--- src/rtl/nibble_add_pkg.sv ---
// Shared types and constants for the nibble-serial adder: FSM states and
// active-low seven-segment glyphs ({g,f,e,d,c,b,a}) for the hex display.
package nibble_add_pkg;

    typedef enum logic {
        IDLE = 1'b0,
        ADD  = 1'b1
    } state_t;

    localparam logic [6:0] SEG_BLANK = 7'h7F;

    // Element [n] is the glyph for hex digit n.
    localparam logic [15:0][6:0] GLYPH = {
        7'b0001110,  // F
        7'b0000110,  // E
        7'b0100001,  // d
        7'b1000110,  // C
        7'b0000011,  // b
        7'b0001000,  // A
        7'b0010000,  // 9
        7'b0000000,  // 8
        7'b1111000,  // 7
        7'b0000010,  // 6
        7'b0010010,  // 5
        7'b0011001,  // 4
        7'b0110000,  // 3
        7'b0100100,  // 2
        7'b1111001,  // 1
        7'b1000000   // 0
    };

    function automatic logic [6:0] hex_glyph(input logic [3:0] nib);
        return GLYPH[nib];
    endfunction

endpackage

--- src/rtl/nibble_adder_slice.sv ---
// Combinational 4-bit adder slice with carry in/out; the only adder in the
// sequencer, reused once per nibble.
module nibble_adder_slice (
    input  logic [3:0] a,
    input  logic [3:0] b,
    input  logic       ci,
    output logic [3:0] s,
    output logic       co
);

    logic [4:0] sum;

    always_comb begin
        sum     = {1'b0, a} + {1'b0, b} + {4'b0000, ci};
        {co, s} = sum;
    end

endmodule

--- src/rtl/nibble_add_sequencer.sv ---
// Time-shares one 4-bit adder slice to add two NIBBLES-wide operands LSB
// nibble first, then presents the registered sum, carry-out and hex digits.
module nibble_add_sequencer
    import nibble_add_pkg::*;
#(
    parameter int unsigned NIBBLES = 4
) (
    input  logic                   CLOCK_50,
    input  logic                   RESET_N,
    input  logic                   start,
    input  logic [4*NIBBLES-1:0]   op_a,
    input  logic [4*NIBBLES-1:0]   op_b,
    input  logic                   cin,
    output logic                   busy,
    output logic                   done,
    output logic [4*NIBBLES-1:0]   result,
    output logic                   cout,
    output logic                   valid,
    output logic [7*NIBBLES-1:0]   HEX
);

    localparam int unsigned IDX_W = (NIBBLES > 1) ? $clog2(NIBBLES) : 1;
    localparam logic [IDX_W-1:0] LAST_IDX = IDX_W'(NIBBLES - 1);

    state_t                    state_q, state_d;
    logic [IDX_W-1:0]          idx_q, idx_d;
    logic                      carry_q, carry_d;
    logic [NIBBLES-1:0][3:0]   a_q, a_d;
    logic [NIBBLES-1:0][3:0]   b_q, b_d;
    logic [NIBBLES-1:0][3:0]   shadow_q, shadow_d;
    logic [NIBBLES-1:0][3:0]   result_q, result_d;
    logic                      cout_q, cout_d;
    logic                      done_q, done_d;
    logic                      valid_q, valid_d;

    logic [3:0] slice_s;
    logic       slice_co;

    nibble_adder_slice u_slice (
        .a  (a_q[idx_q]),
        .b  (b_q[idx_q]),
        .ci (carry_q),
        .s  (slice_s),
        .co (slice_co)
    );

    always_comb begin
        state_d  = state_q;
        idx_d    = idx_q;
        carry_d  = carry_q;
        a_d      = a_q;
        b_d      = b_q;
        shadow_d = shadow_q;
        result_d = result_q;
        cout_d   = cout_q;
        done_d   = 1'b0;
        valid_d  = valid_q;

        case (state_q)
            IDLE: begin
                if (start) begin
                    a_d     = op_a;
                    b_d     = op_b;
                    carry_d = cin;
                    idx_d   = '0;
                    state_d = ADD;
                end
            end
            ADD: begin
                shadow_d[idx_q] = slice_s;
                carry_d         = slice_co;
                idx_d           = idx_q + 1'b1;
                // Result takes the shadow including the nibble produced this cycle.
                if (idx_q == LAST_IDX) begin
                    result_d = shadow_d;
                    cout_d   = slice_co;
                    done_d   = 1'b1;
                    valid_d  = 1'b1;
                    idx_d    = '0;
                    state_d  = IDLE;
                end
            end
            default: state_d = IDLE;
        endcase
    end

    always_ff @(posedge CLOCK_50 or negedge RESET_N) begin
        if (!RESET_N) begin
            state_q  <= IDLE;
            idx_q    <= '0;
            carry_q  <= 1'b0;
            a_q      <= '0;
            b_q      <= '0;
            shadow_q <= '0;
            result_q <= '0;
            cout_q   <= 1'b0;
            done_q   <= 1'b0;
            valid_q  <= 1'b0;
        end else begin
            state_q  <= state_d;
            idx_q    <= idx_d;
            carry_q  <= carry_d;
            a_q      <= a_d;
            b_q      <= b_d;
            shadow_q <= shadow_d;
            result_q <= result_d;
            cout_q   <= cout_d;
            done_q   <= done_d;
            valid_q  <= valid_d;
        end
    end

    always_comb begin
        HEX = '1;
        for (int unsigned i = 0; i < NIBBLES; i++) begin
            HEX[7*i +: 7] = valid_q ? hex_glyph(result_q[i]) : SEG_BLANK;
        end
    end

    assign busy   = (state_q == ADD);
    assign done   = done_q;
    assign result = result_q;
    assign cout   = cout_q;
    assign valid  = valid_q;

endmodule
--- config.mk ---
export PLATFORM = sky130hd
export DESIGN_NAME = nibble_add_sequencer
export DESIGN_NICKNAME = d
export VERILOG_FILES = /design/src/rtl/nibble_add_pkg.sv /design/src/rtl/nibble_adder_slice.sv /design/src/rtl/nibble_add_sequencer.sv
export SDC_FILE = /design/constraint.sdc
export NUM_CORES = 1
export LEC_CHECK = 0
export ABC_AREA = 1
export CAP_MARGIN = 15
export CORE_MARGIN = 5
export CORE_UTILIZATION = 53
export DETAILED_ROUTE_END_ITERATION = 8
export GPL_ROUTABILITY_DRIVEN = 0
export PLACE_DENSITY = 0.92
export SKIP_LAST_GASP = 1
export SLEW_MARGIN = 20
export SYNTH_ARGS = -nofsm -noshare
export SYNTH_HDL_FRONTEND = slang
export SYNTH_HIERARCHICAL = 1
export SYNTH_SLANG_ARGS = --single-unit
--- constraint.sdc ---
create_clock -name CLOCK_50 -period 2.87 [get_ports CLOCK_50]
set_input_delay 0.574 -clock CLOCK_50 [delete_from_list [all_inputs] [get_ports CLOCK_50]]
set_output_delay 0.574 -clock CLOCK_50 [all_outputs]
set_load 0.005 [all_outputs]
# Word level (Yosys, flattened, before mapping)

Memories as Yosys holds them, arrays and structs flattened.
Cells that the tools add are included.

Flip-flop bits (word level): 71
Bits in read-only memories: 448
Input bits: 36
Output and inout bits: 48
Logic and storage cells: 66
Memories kept: 4

Memory list:

| memory           | words | bits a word | rd ports | clocked after memory_dff | write ports | line                 | text |
|---|---|---|---|---|---|---|---|
| (name not given) | 16    | 7           | 1        | 0                        | 0           | nibble_add_pkg.sv:33 | `return GLYPH[nib];` |
| (name not given) | 16    | 7           | 1        | 0                        | 0           | nibble_add_pkg.sv:33 |  |
| (name not given) | 16    | 7           | 1        | 0                        | 0           | nibble_add_pkg.sv:33 |  |
| (name not given) | 16    | 7           | 1        | 0                        | 0           | nibble_add_pkg.sv:33 |  |

$add $sub $neg: 3
Magnitude comparators: 6
Equality and inequality tests: 2
Muxes and demuxes: 25
Bitwise gates (word level): 1
Reductions and logical operators: 3

Operator list:

| operator              | count |
|---|---|
| $mux W7               | 8 |
| $lt A4 B5 Y1 const B  | 4 |
| $bmux W4 S2           | 2 |
| $bwmux W16            | 1 |
| $mux W4               | 3 |
| $demux W4 S2          | 1 |
| $add A4 B4 Y5         | 1 |
| $add A5 B1 Y5         | 1 |
| $mux W1               | 5 |
| $mux W2               | 2 |
| $pmux W1 S2           | 2 |
| $pmux W2 S2           | 1 |
| $reduce_and A2 Y1     | 2 |
| $lt A2 B3 Y1 const B  | 1 |
| $add A2 B1 Y2 const B | 1 |
| $eq A2 B2 Y1 const B  | 1 |
| $ge A2 B1 Y1 const B  | 1 |
| $ne A2 B2 Y1 const B  | 1 |
| $logic_and A1 B1 Y1   | 1 |
| $not A1 Y1            | 1 |

# Logic depth before layout (Yosys ltp)

Gate-level depths: netlist of run 1.

Depth after elaboration: 5
Mapped depth: 14
Depth with buffers taken out: 13

# Modules after synthesis

The synthesis of run 1 kept the hierarchy.

Modules (own cells, without submodules):

| module               | times used | cells an instance | area an instance (um^2) | seq. area each (um^2) |
|---|---|---|---|---|
| nibble_add_sequencer | 1          | 580               | 4157.7                  | 1676.6 |
| nibble_adder_slice   | 1          | 25                | 165.2                   | 0.0 |

# Worst setup path after synthesis of run 1

No wires, ideal clock.

Path kind: register -> register
Start: register idx_q[0]
End: register result_q (netlist bit result[1])
Library setup time: 0.065 ns
Data arrival time: 2.148 ns
Required time: 2.805 ns
Setup slack: 0.657 ns
Stages on the path, launching flop included: 14
Path buffers: 1
Period minus slack after synthesis: 2.213 ns
Cells stage by stage: dfrtp_1 > inv_1 > buf_2 > nand2_1 > o211ai_1 > nand2_1 > fa_1 > inv_1 > fa_1 > inv_1 > nand2_1 > o21ai_0 > nand2_1 > nand2_1

Longest elaborated chain between the ends: 5
Elaborated cells on any way between the ends: 14
Those cells by class: add/sub (2); order compare (2); eq/ne (1); mux (7); reduce/logical (2)

RTL lines:

| what                           | line                                                   | text |
|---|---|---|
| from (decl)                    | nibble_add_sequencer.sv:26                             | `logic [IDX_W-1:0] idx_q, idx_d;` |
| from (signal assigned)         | nibble_add_sequencer.sv:101                            | `idx_q <= idx_d;` |
| $bmux W4 S2 (on tied branches) | nibble_add_sequencer.sv:40, nibble_add_sequencer.sv:41 |  |
| $mux W4 (on tied branches)     | nibble_add_sequencer.sv:40, nibble_add_sequencer.sv:41 |  |
| $add A4 B4 Y5 *                | nibble_adder_slice.sv:14                               | `sum = {1'b0, a} + {1'b0, b} + {4'b0000, ci};` |
| $add A5 B1 Y5 *                | nibble_adder_slice.sv:14                               |  |
| net slice_s[1]                 | nibble_add_sequencer.sv:36                             | `logic [3:0] slice_s;` |
| $bwmux W16 *                   | nibble_add_sequencer.sv:70                             | `shadow_d[idx_q] = slice_s;` |
| to (signal assigned)           | nibble_add_sequencer.sv:106                            | `result_q <= result_d;` |
| to (decl)                      | nibble_add_sequencer.sv:31                             | `logic [NIBBLES-1:0][3:0] result_q, result_d;` |

Mark *: on every way through the listed nets, which the timed path passes. The rest lies on a longest branch. The select of a mux whose other input is x is not followed.
A chain may end at the register's enable or synchronous reset.

# Final worst setup path of run 1

Start: register result_q (netlist bit result[1])
End: output port HEX[3]

Longest elaborated chain between the ends: 3

RTL lines:

| what                          | line                        | text |
|---|---|---|
| $mem_v2 Z16 W7                | -                           |  |
| $mux W7 (implied by the code) | nibble_add_pkg.sv:33        |  |
| $mux W7                       | nibble_add_sequencer.sv:116 | `HEX[7*i +: 7] = valid_q ? hex_glyph(result_q[i]) : SEG_BLANK;` |
| to (decl)                     | nibble_add_sequencer.sv:19  | `output logic [7*NIBBLES-1:0] HEX` |

No other way between the ends. The select of a mux whose other input is x is not followed.

==> run metrics, run 1 <==
status=finished clean; Rel. slew slack=49.8%; H-tree depth=3; Critical path origin=result[1]; drt total wl=10.3 mm; number of clock sinks=67; DRC viols=0; crit path time final=2.69 ns; Worst-Margin Slew=0.753 ns; worst min-delay path class=in -> async; peak supply drop=638 uV; die width=100 um; row count=33; DR pass1 iterations=5; post-detail-place hpwl=7.71 mm; Cell variety after synth=20; worst skew pair latency=0.35 ns; clock power share=11.8%; first-pass GRT wire length=17.4 mm; pwr dens=1240 nW/um^2; routed via count=4,104; Syn Nets=678; crit path max fanout=7; clock skew=0.0109 ns; vias per cell=5.22; Area growth syn-to-layout=23.5%; Psw=3.06 mW; Setup CP Type=reg -> out; filler instances=663; Placed Cells=771; final worst-path cycle share=93.9%; combinational power share=61.1%; Synth top area share=38.8%; Ys Warns=6; top cells by area, synth=dfrtp_1, nand2_1, ha_1; gr usage total=21.3%; layout cell share with drive strength beyond 1=3.82%; setup_tns=0 ns; max cap viols=0; final layout net count=750; Port Buffers=83; RSZ-0062 raised after global routing=false; largest net degree at the start of global routing=36; fin. max-slew vios=0; Synth Cell Area=4320 sq um; CP Launch Type=register; GRT overflow=0; CTS Hold Bufs=0; I/O pins=84; n_diodes=0; crit end category=primary output; Req. time, crit path=2.30 ns; maximum achievable frequency=371 MHz; Inserted Clock Buffers=9; CP arrival=2.12 ns; wire per inst=13.1 um; final hold viol count=0; Synth area leader=dfrtp_1; Worst-path clk slew=0.07 ns; switch share=46.2%; R2R cell count=11; core area=8090 sq um; Die Span Y=100 um; number of global-route vias before repair=3,812; WHS=0.286 ns; Final Non-Filler Cells=786; #FFs+latches synth=67; P_leak=2.80 nW; initial antenna violation count=0; CTS tree=done; Synth top cells by count=nand2_1, dfrtp_1, inv_1; DIE AREA=10,100 sq um; Initial Util=53.4%; Cell Int Power=3.55 mW; Main synth FF type=dfrtp_1; setup bufs post-CTS=0; Critical R2R Launch=idx_q[0]; antenna violation net count after detailed routing=0; Setup Viol. Count Final=0; Cells after Synth=605; sequential power share=27.1%; fraction of registers with async set/reset=100%; clock root cell=clkbuf_8; DRT iter0 DRCs=245; most frequent cell after synthesis=nand2_1; sequential-to-total area share from yosys stat=38.8%; EDFF count, synth=0; syn avg cell area=7.15 sq um; clk buf depth=2
-- layout by cell type, fill, tap and decap left out, types with 3 or more instances in the layout --
master / synthesis / final
nand2_1: 277 / 277
clkdlybuf4s50_1: 0 / 82
dfrtp_1: 67 / 67
inv_1: 57 / 56
nand3_1: 52 / 52
o21ai_0: 42 / 42
ha_1: 35 / 35
nor2_1: 23 / 23
o211ai_1: 11 / 11
clkbuf_8: 0 / 11
buf_4: 5 / 5
inv_2: 3 / 3
-- cell families after synthesis --
group	synth area share, %
buffers and inverters	9.75
DFF	38.8
AOI/OAI and AO/OA	7.41
adders and majority gates	11.1
and+or+nand+nor	32.8
xor gates and xnor gates	0.203
-- layout make-up --
type / count / area (sq um) / share of cell area (%)
Inverter: 60 / 229 / 4.29
Tap cell: 105 / 131 / 2.46
Timing Repair Buffer: 89 / 883 / 16.5
Clock buffer: 13 / 159 / 2.98
Clock inverter: 2 / 35.0 / 0.656
Multi-Input combinational cell: 450 / 2220 / 41.7
Sequential cell: 67 / 1680 / 31.4
-- stage by stage --
step | setup slack, ns | area (sq um) | total power, mW | util (%)
after floorplan | 0.657 | 4320 | 4.25 | -
after global placement | 0.448 | 5140 | 5.50 | 63.5
after detailed placement | 0.255 | 5140 | 5.76 | 63.5
after CTS | 0.161 | 5340 | 6.58 | 65.9
after global routing | 0.00844 | 5340 | 7.22 | 66.0
final | 0.176 | 5340 | 6.61 | 66.0
-- sequential cells by signal (all words and copies together) (netlist names) --
| register | cells |
|---|---|
| a_q | 16 |
| b_q | 16 |
| busy | 1 |
| carry_q | 1 |
| cout | 1 |
| done | 1 |
| idx_q | 2 |
| result | 16 |
| shadow_q | 12 |
| valid | 1 |
-- power groups by stage --
stage          combinational [mW]  clock [mW]  sequential (mW)
2_1_floorplan                2.63           0             1.62
3_3_place_gp                 3.74           0             1.76
3_5_place_dp                 3.97           0             1.78
4_1_cts                      4.02       0.787             1.77
5_1_grt                      4.54       0.830             1.85
6_report                     4.04       0.779             1.79
-- final timing paths --
kind	slack, ns	end
hold reg to reg	0.48	a_q[15]
min in group CLOCK_50	0.48	a_q[15]
setup reg to reg	0.21	shadow_q[2]
hold / removal	0.29	b_q[10]
setup / recovery	0.18	HEX[3]
max in group asynchronous	1.94	result[14]
-- routing by layer --
metal	GRT usage (%)	routed length, um	part of all wire, %
met4	8.60	250	2.4
met2	36.7	5130	50
met3	3.61	659	6.4
met5	0	0	0
met1	26.5	4290	42
-- timing repair --
item	in CTS	in global routing
setup endpoints to repair	0	2
resized for setup	0	1
endpoints found under the hold margin	0	0
-- critical path, stage by stage (launching register included) --
cell             delay, ns
dfrtp_1               0.49
inv_1                 0.16
ha_1                  0.33
inv_1                 0.06
nand2_1               0.04
nand2_1               0.07
nand2_1               0.05
nand3_1               0.07
clkdlybuf4s50_1       0.50
Power figures use the tool's default switching activity.
==> inputs of run 2 (changes only) <==
--- a/config.mk
+++ b/config.mk
@@ -7,7 +7,7 @@
 export LEC_CHECK = 0
 export ABC_AREA = 1
 export CAP_MARGIN = 15
-export CORE_MARGIN = 5
+export CORE_MARGIN = 10
 export CORE_UTILIZATION = 53
 export DETAILED_ROUTE_END_ITERATION = 8
 export GPL_ROUTABILITY_DRIVEN = 0
==> run 2 against run 1 <==
  * Clock-buffer cell count decreased by 1
  * Combinational power about the same
  * Die area increased by 21%
  * Sequential cell count unchanged
  * Setup slack got worse by 0.012 ns
  * Register-to-register slack improved by 0.10 ns
  * Total power decreased by 0.92%
  * Sequential share of layout area increased by 0.19 points
  * Clock power decreased by 5.6%
==> run metrics, run 2 (synthesis results as in run 1) <==
routed via count=3,993; Worst-Margin Slew=0.822 ns; clock root cell=clkbuf_8; Die Span Y=110 um; combinational power share=61.6%; DIE AREA=12,200 sq um; Port Buffers=83; commonest non-fill, non-tap cells in the layout=nand2_1, clkdlybuf4s50_1, dfrtp_1; Setup Viol. Count Final=0; utilization after layout=67.6%; Post-Place Setup Slack=0.334 ns; Area growth syn-to-layout=22.8%; Critical R2R Launch=idx_q[0]; Rel. slew slack=45.2%; RR Endpoint=result[5]; worst skew pair latency=0.36 ns; DRT iter0 DRCs=248; setup_tns=0 ns; Req. time, crit path=2.30 ns; WHS=0.383 ns; CP arrival=2.13 ns; maximum achievable frequency=369 MHz; vias per cell=5.10; initial antenna violation count=0; CP Launch Type=register; pwr dens=1230 nW/um^2; antenna violation net count after detailed routing=0; P_leak=2.79 nW; Worst-path clk slew=0.07 ns; DRC viols=0; GRT overflow=0; status=finished clean; core area=7850 sq um; clock power share=11.2%; final hold viol count=0; Cell Int Power=3.53 mW; DR pass1 iterations=5; final worst slack=0.163 ns; final layout net count=750; number of clock sinks=67; Placement Cell Area=5120 sq um; worst min-delay path class=in -> async; I/O pins=84; filler instances=608; drt total wl=10.6 mm; max cap viols=0; peak supply drop=624 uV; first-pass GRT wire length=17.7 mm; die width=110 um; Critical path origin=result[0]; RSZ-0062 raised after global routing=false; r2r setup slk=0.31 ns; wire per inst=13.5 um; setup bufs post-CTS=0; Setup CP Type=reg -> out; CTS tree=done; crit path time final=2.71 ns; sequential power share=27.2%; number of global-route vias before repair=3,921; largest net degree at the start of global routing=68; row count=32; Initial Util=55.1%; post-detail-place hpwl=7.90 mm; Inserted Clock Buffers=9; final worst-path cycle share=94.3%; clk buf depth=2; H-tree depth=3; layout cell share with drive strength beyond 1=3.67%; n_diodes=0; switch share=46.2%; R2R cell count=12; crit path max fanout=7; most common cell after layout, fill and taps aside=nand2_1; fin. max-slew vios=0; Psw=3.02 mW; CTS Hold Bufs=0; post-route cell area=5310 sq um; crit end category=primary output; clock skew=0.00922 ns; post-cts sizing count=0; gr usage total=17.7%
-- run 2: cell count changes in the layout (fill, tap and decap cells not counted), sizes merged --
cell      delta
clkbuf       -1
clkinv       +1
clkinvlp     -1
inv          +1
-- run 2: worst max path at each step --
stage                      endpoint  cells past startpoint  slack (ns)
after CTS                    HEX[3]                      8        0.15
final                        HEX[3]                      8        0.16
after global placement    result[2]                     12        0.44
after global routing         HEX[3]                      8        0.03
after detailed placement  result[6]                     12        0.33
after floorplan           result[1]                     13        0.66
-- run 2: metrics by stage --
step                      total power [mW]  std cells
after global routing                  7.18        783
after detailed placement              5.73        768
after global placement                5.52        768
after floorplan                       4.25        605
final                                 6.55        783
after CTS                             6.49        783
-- run 2: power groups by stage --
| stage | combinational, mW | sequential [mW] | clock (mW) |
|---|---|---|---|
| 2_1_floorplan | 2.63 | 1.62 | 0 |
| 3_3_place_gp | 3.76 | 1.76 | 0 |
| 3_5_place_dp | 3.94 | 1.78 | 0 |
| 4_1_cts | 3.97 | 1.77 | 0.745 |
| 5_1_grt | 4.55 | 1.84 | 0.786 |
| 6_report | 4.03 | 1.78 | 0.735 |
-- run 2: worst max-delay path: stages (launching register included) --
cell and delay (ns):
dfrtp_1 0.48, inv_1 0.16, ha_1 0.34, inv_1 0.06, nand2_1 0.04, nand2_1 0.08
nand2_1 0.05, nand3_1 0.07, clkdlybuf4s50_1 0.50
-- run 2: layout make-up --
class	instances	area [sq um]	area share, %
Sequential cell	67	1680	31.6
Clock inverter	3	40.0	0.754
Inverter	60	225	4.24
Tap cell	102	128	2.40
Multi-Input combinational cell	450	2230	42.1
Clock buffer	12	135	2.55
Timing Repair Buffer	89	871	16.4
-- run 2: routing by layer --
metal  track usage [%]  share of wire (%)  up-vias  wire length [um]
li1                  -                  -     2020                 -
met1              20.7                 42     1812              4470
met2              30.3                 48      136              5080
met3              4.76                7.8       25               821
met4              7.06                1.7        0               184
met5                 0                  0        -                 0
==> inputs of run 3 (changes only) <==
--- a/config.mk
+++ b/config.mk
@@ -7,7 +7,7 @@
 export LEC_CHECK = 0
 export ABC_AREA = 1
 export CAP_MARGIN = 15
-export CORE_MARGIN = 10
+export CORE_MARGIN = 5
 export CORE_UTILIZATION = 53
 export DETAILED_ROUTE_END_ITERATION = 8
 export GPL_ROUTABILITY_DRIVEN = 0
==> constraint.sdc (replaced) <==
create_clock -name CLOCK_50 -period 2.87 [get_ports CLOCK_50]
set_input_delay 0.574 -clock CLOCK_50 [delete_from_list [all_inputs] [get_ports CLOCK_50]]
set_output_delay 0.574 -clock CLOCK_50 [all_outputs]
set_load 0.1 [all_outputs]
==> run 3 against run 2 <==
  * Wire length decreased by 2.6%
  * Non-clock buffer count unchanged
  * Die area decreased by 17%
  * Via count increased by 2.4%
  * Hold slack got worse by 0.19 ns
  * Clock skew increased by 0.00060 ns
  * Critical path depth increased by 4
  * Cell area about the same
  * Utilization decreased by 2.1 points
  * Clock-buffer cell count unchanged
  * Maximum frequency increased by 0.54%
  * Critical endpoint is now shadow_q[10]
  * Highest routed layer unchanged
==> run metrics, run 3 (synthesis results as in run 1) <==
CP arrival=2.99 ns; Worst-path clk slew=0.08 ns; clk buf depth=2; gr usage total=21.1%; row count=33; filler instances=664; CTS tree=done; wire per inst=13.1 um; R2R cell count=12; Req. time, crit path=3.17 ns; Initial Util=53.4%; DRT iter0 DRCs=229; crit path time final=2.69 ns; n_diodes=0; worst min-delay path class=in -> async; core area=8090 sq um; Port Buffers=83; I/O pins=84; initial antenna violation count=0; GRT overflow=0; H-tree depth=3; layout cell share with drive strength beyond 1=15.0%; most common cell after layout, fill and taps aside=nand2_1; max cap viols=0; Register Area=1700 sq um; antenna violation net count after detailed routing=0; Rel. slew slack=49.2%; die width=100 um; DRC viols=0; Setup CP Type=reg -> reg; CTS Hold Bufs=0; clock skew=0.00982 ns; number of clock sinks=67; Final Non-Filler Cells=787; worst skew pair latency=0.35 ns; crit end category=register; Inserted Clock Buffers=9; Die Span Y=100 um; clock root cell=clkbuf_8; DR pass1 iterations=5; DIE AREA=10,100 sq um; status=finished clean; final worst-path cycle share=93.8%; number of global-route vias before repair=3,835; maximum achievable frequency=371 MHz; first-pass GRT wire length=17.3 mm; WHS=0.191 ns; fin. max-slew vios=0; final layout net count=750; Placed Cells=771; Area growth syn-to-layout=22.7%; largest net degree at the start of global routing=40; vias per cell=5.20; Worst-Margin Slew=0.762 ns; crit path max fanout=20; Setup Viol. Count Final=0; commonest non-fill, non-tap cells in the layout=nand2_1, dfrtp_1, inv_1; final hold viol count=0; CP Launch Type=register; routed via count=4,090; area of the multi-input gates=2290 sq um; post-detail-place hpwl=7.69 mm; drt total wl=10.3 mm
==> run 3: cell types whose count changed in the layout (fill, tap and decap cells not counted), sizes merged <==
cell           previous run  this run
buf                       7        55
bufinv                    1         0
clkdlybuf4s50            82        34
clkinvlp                  0         3
inv                      60        59
==> run 3: critical path, cell delays in order, from the launching register on <==
cell and delay [ns]:
dfrtp_1 0.40, clkinvlp_4 0.29, nand2_1 0.13, o211ai_1 0.09, nand2_1 0.10, fa_1 0.24, inv_1 0.07, fa_1 0.42
xnor2_1 0.44, nand2_1 0.11, o21ai_0 0.15, nand2_1 0.09, nand2_1 0.08
==> run 3: worst paths after layout <==
check / from / end / slack (ns)
max in group asynchronous: RESET_N / result[13] / 1.97
hold reg to reg: a_q[4] / a_q[4] / 0.48
setup reg to reg: idx_q[0] / shadow_q[10] / 0.18
min in group CLOCK_50: a_q[4] / a_q[4] / 0.48
setup / recovery: idx_q[0] / shadow_q[10] / 0.18
hold / removal: RESET_N / a_q[15] / 0.19
==> run 3: stage by stage <==
stage                     utilization, %  cell area (sq um)  setup slack (ns)  setup TNS, ns
final                               65.5               5300             0.178              0
after global routing                65.5               5300           -0.0121        -0.0121
after CTS                           65.5               5300             0.262              0
after detailed placement            63.2               5120             0.285              0
after global placement              63.2               5120             0.454              0
after floorplan                        -               4420            -0.131         -0.259
==> run 3: metal layers <==
layer  GRT usage, %  vias to the layer above  part of all wire [%]
met2           34.7                      153                    49
li1               -                     2021                     -
met5              0                        -                     0
met3           4.31                       25                   6.6
met4           8.50                        0                   1.9
met1           27.2                     1891                    43
==> run 3: area by class of cell <==
cell class,instances,area share [%]
multi-input cells,450,43.2
flip-flops and latches,67,32.1
well taps,105,2.48
inverters,60,4.41
clock inverters,4,0.472
clock buffers,12,2.93
repair buffers,89,14.4
==> run 3: timing repair <==
action | CTS | global route
endpoints found under the hold margin | 0 | 0
gates resized for setup | 0 | 1
endpoints found under the setup margin | 0 | 2
setup buffers | 0 | 0
Power of run 3 is not shown: default switching activity piles up to over one toggle a cycle in this logic, so the estimate is an artifact.
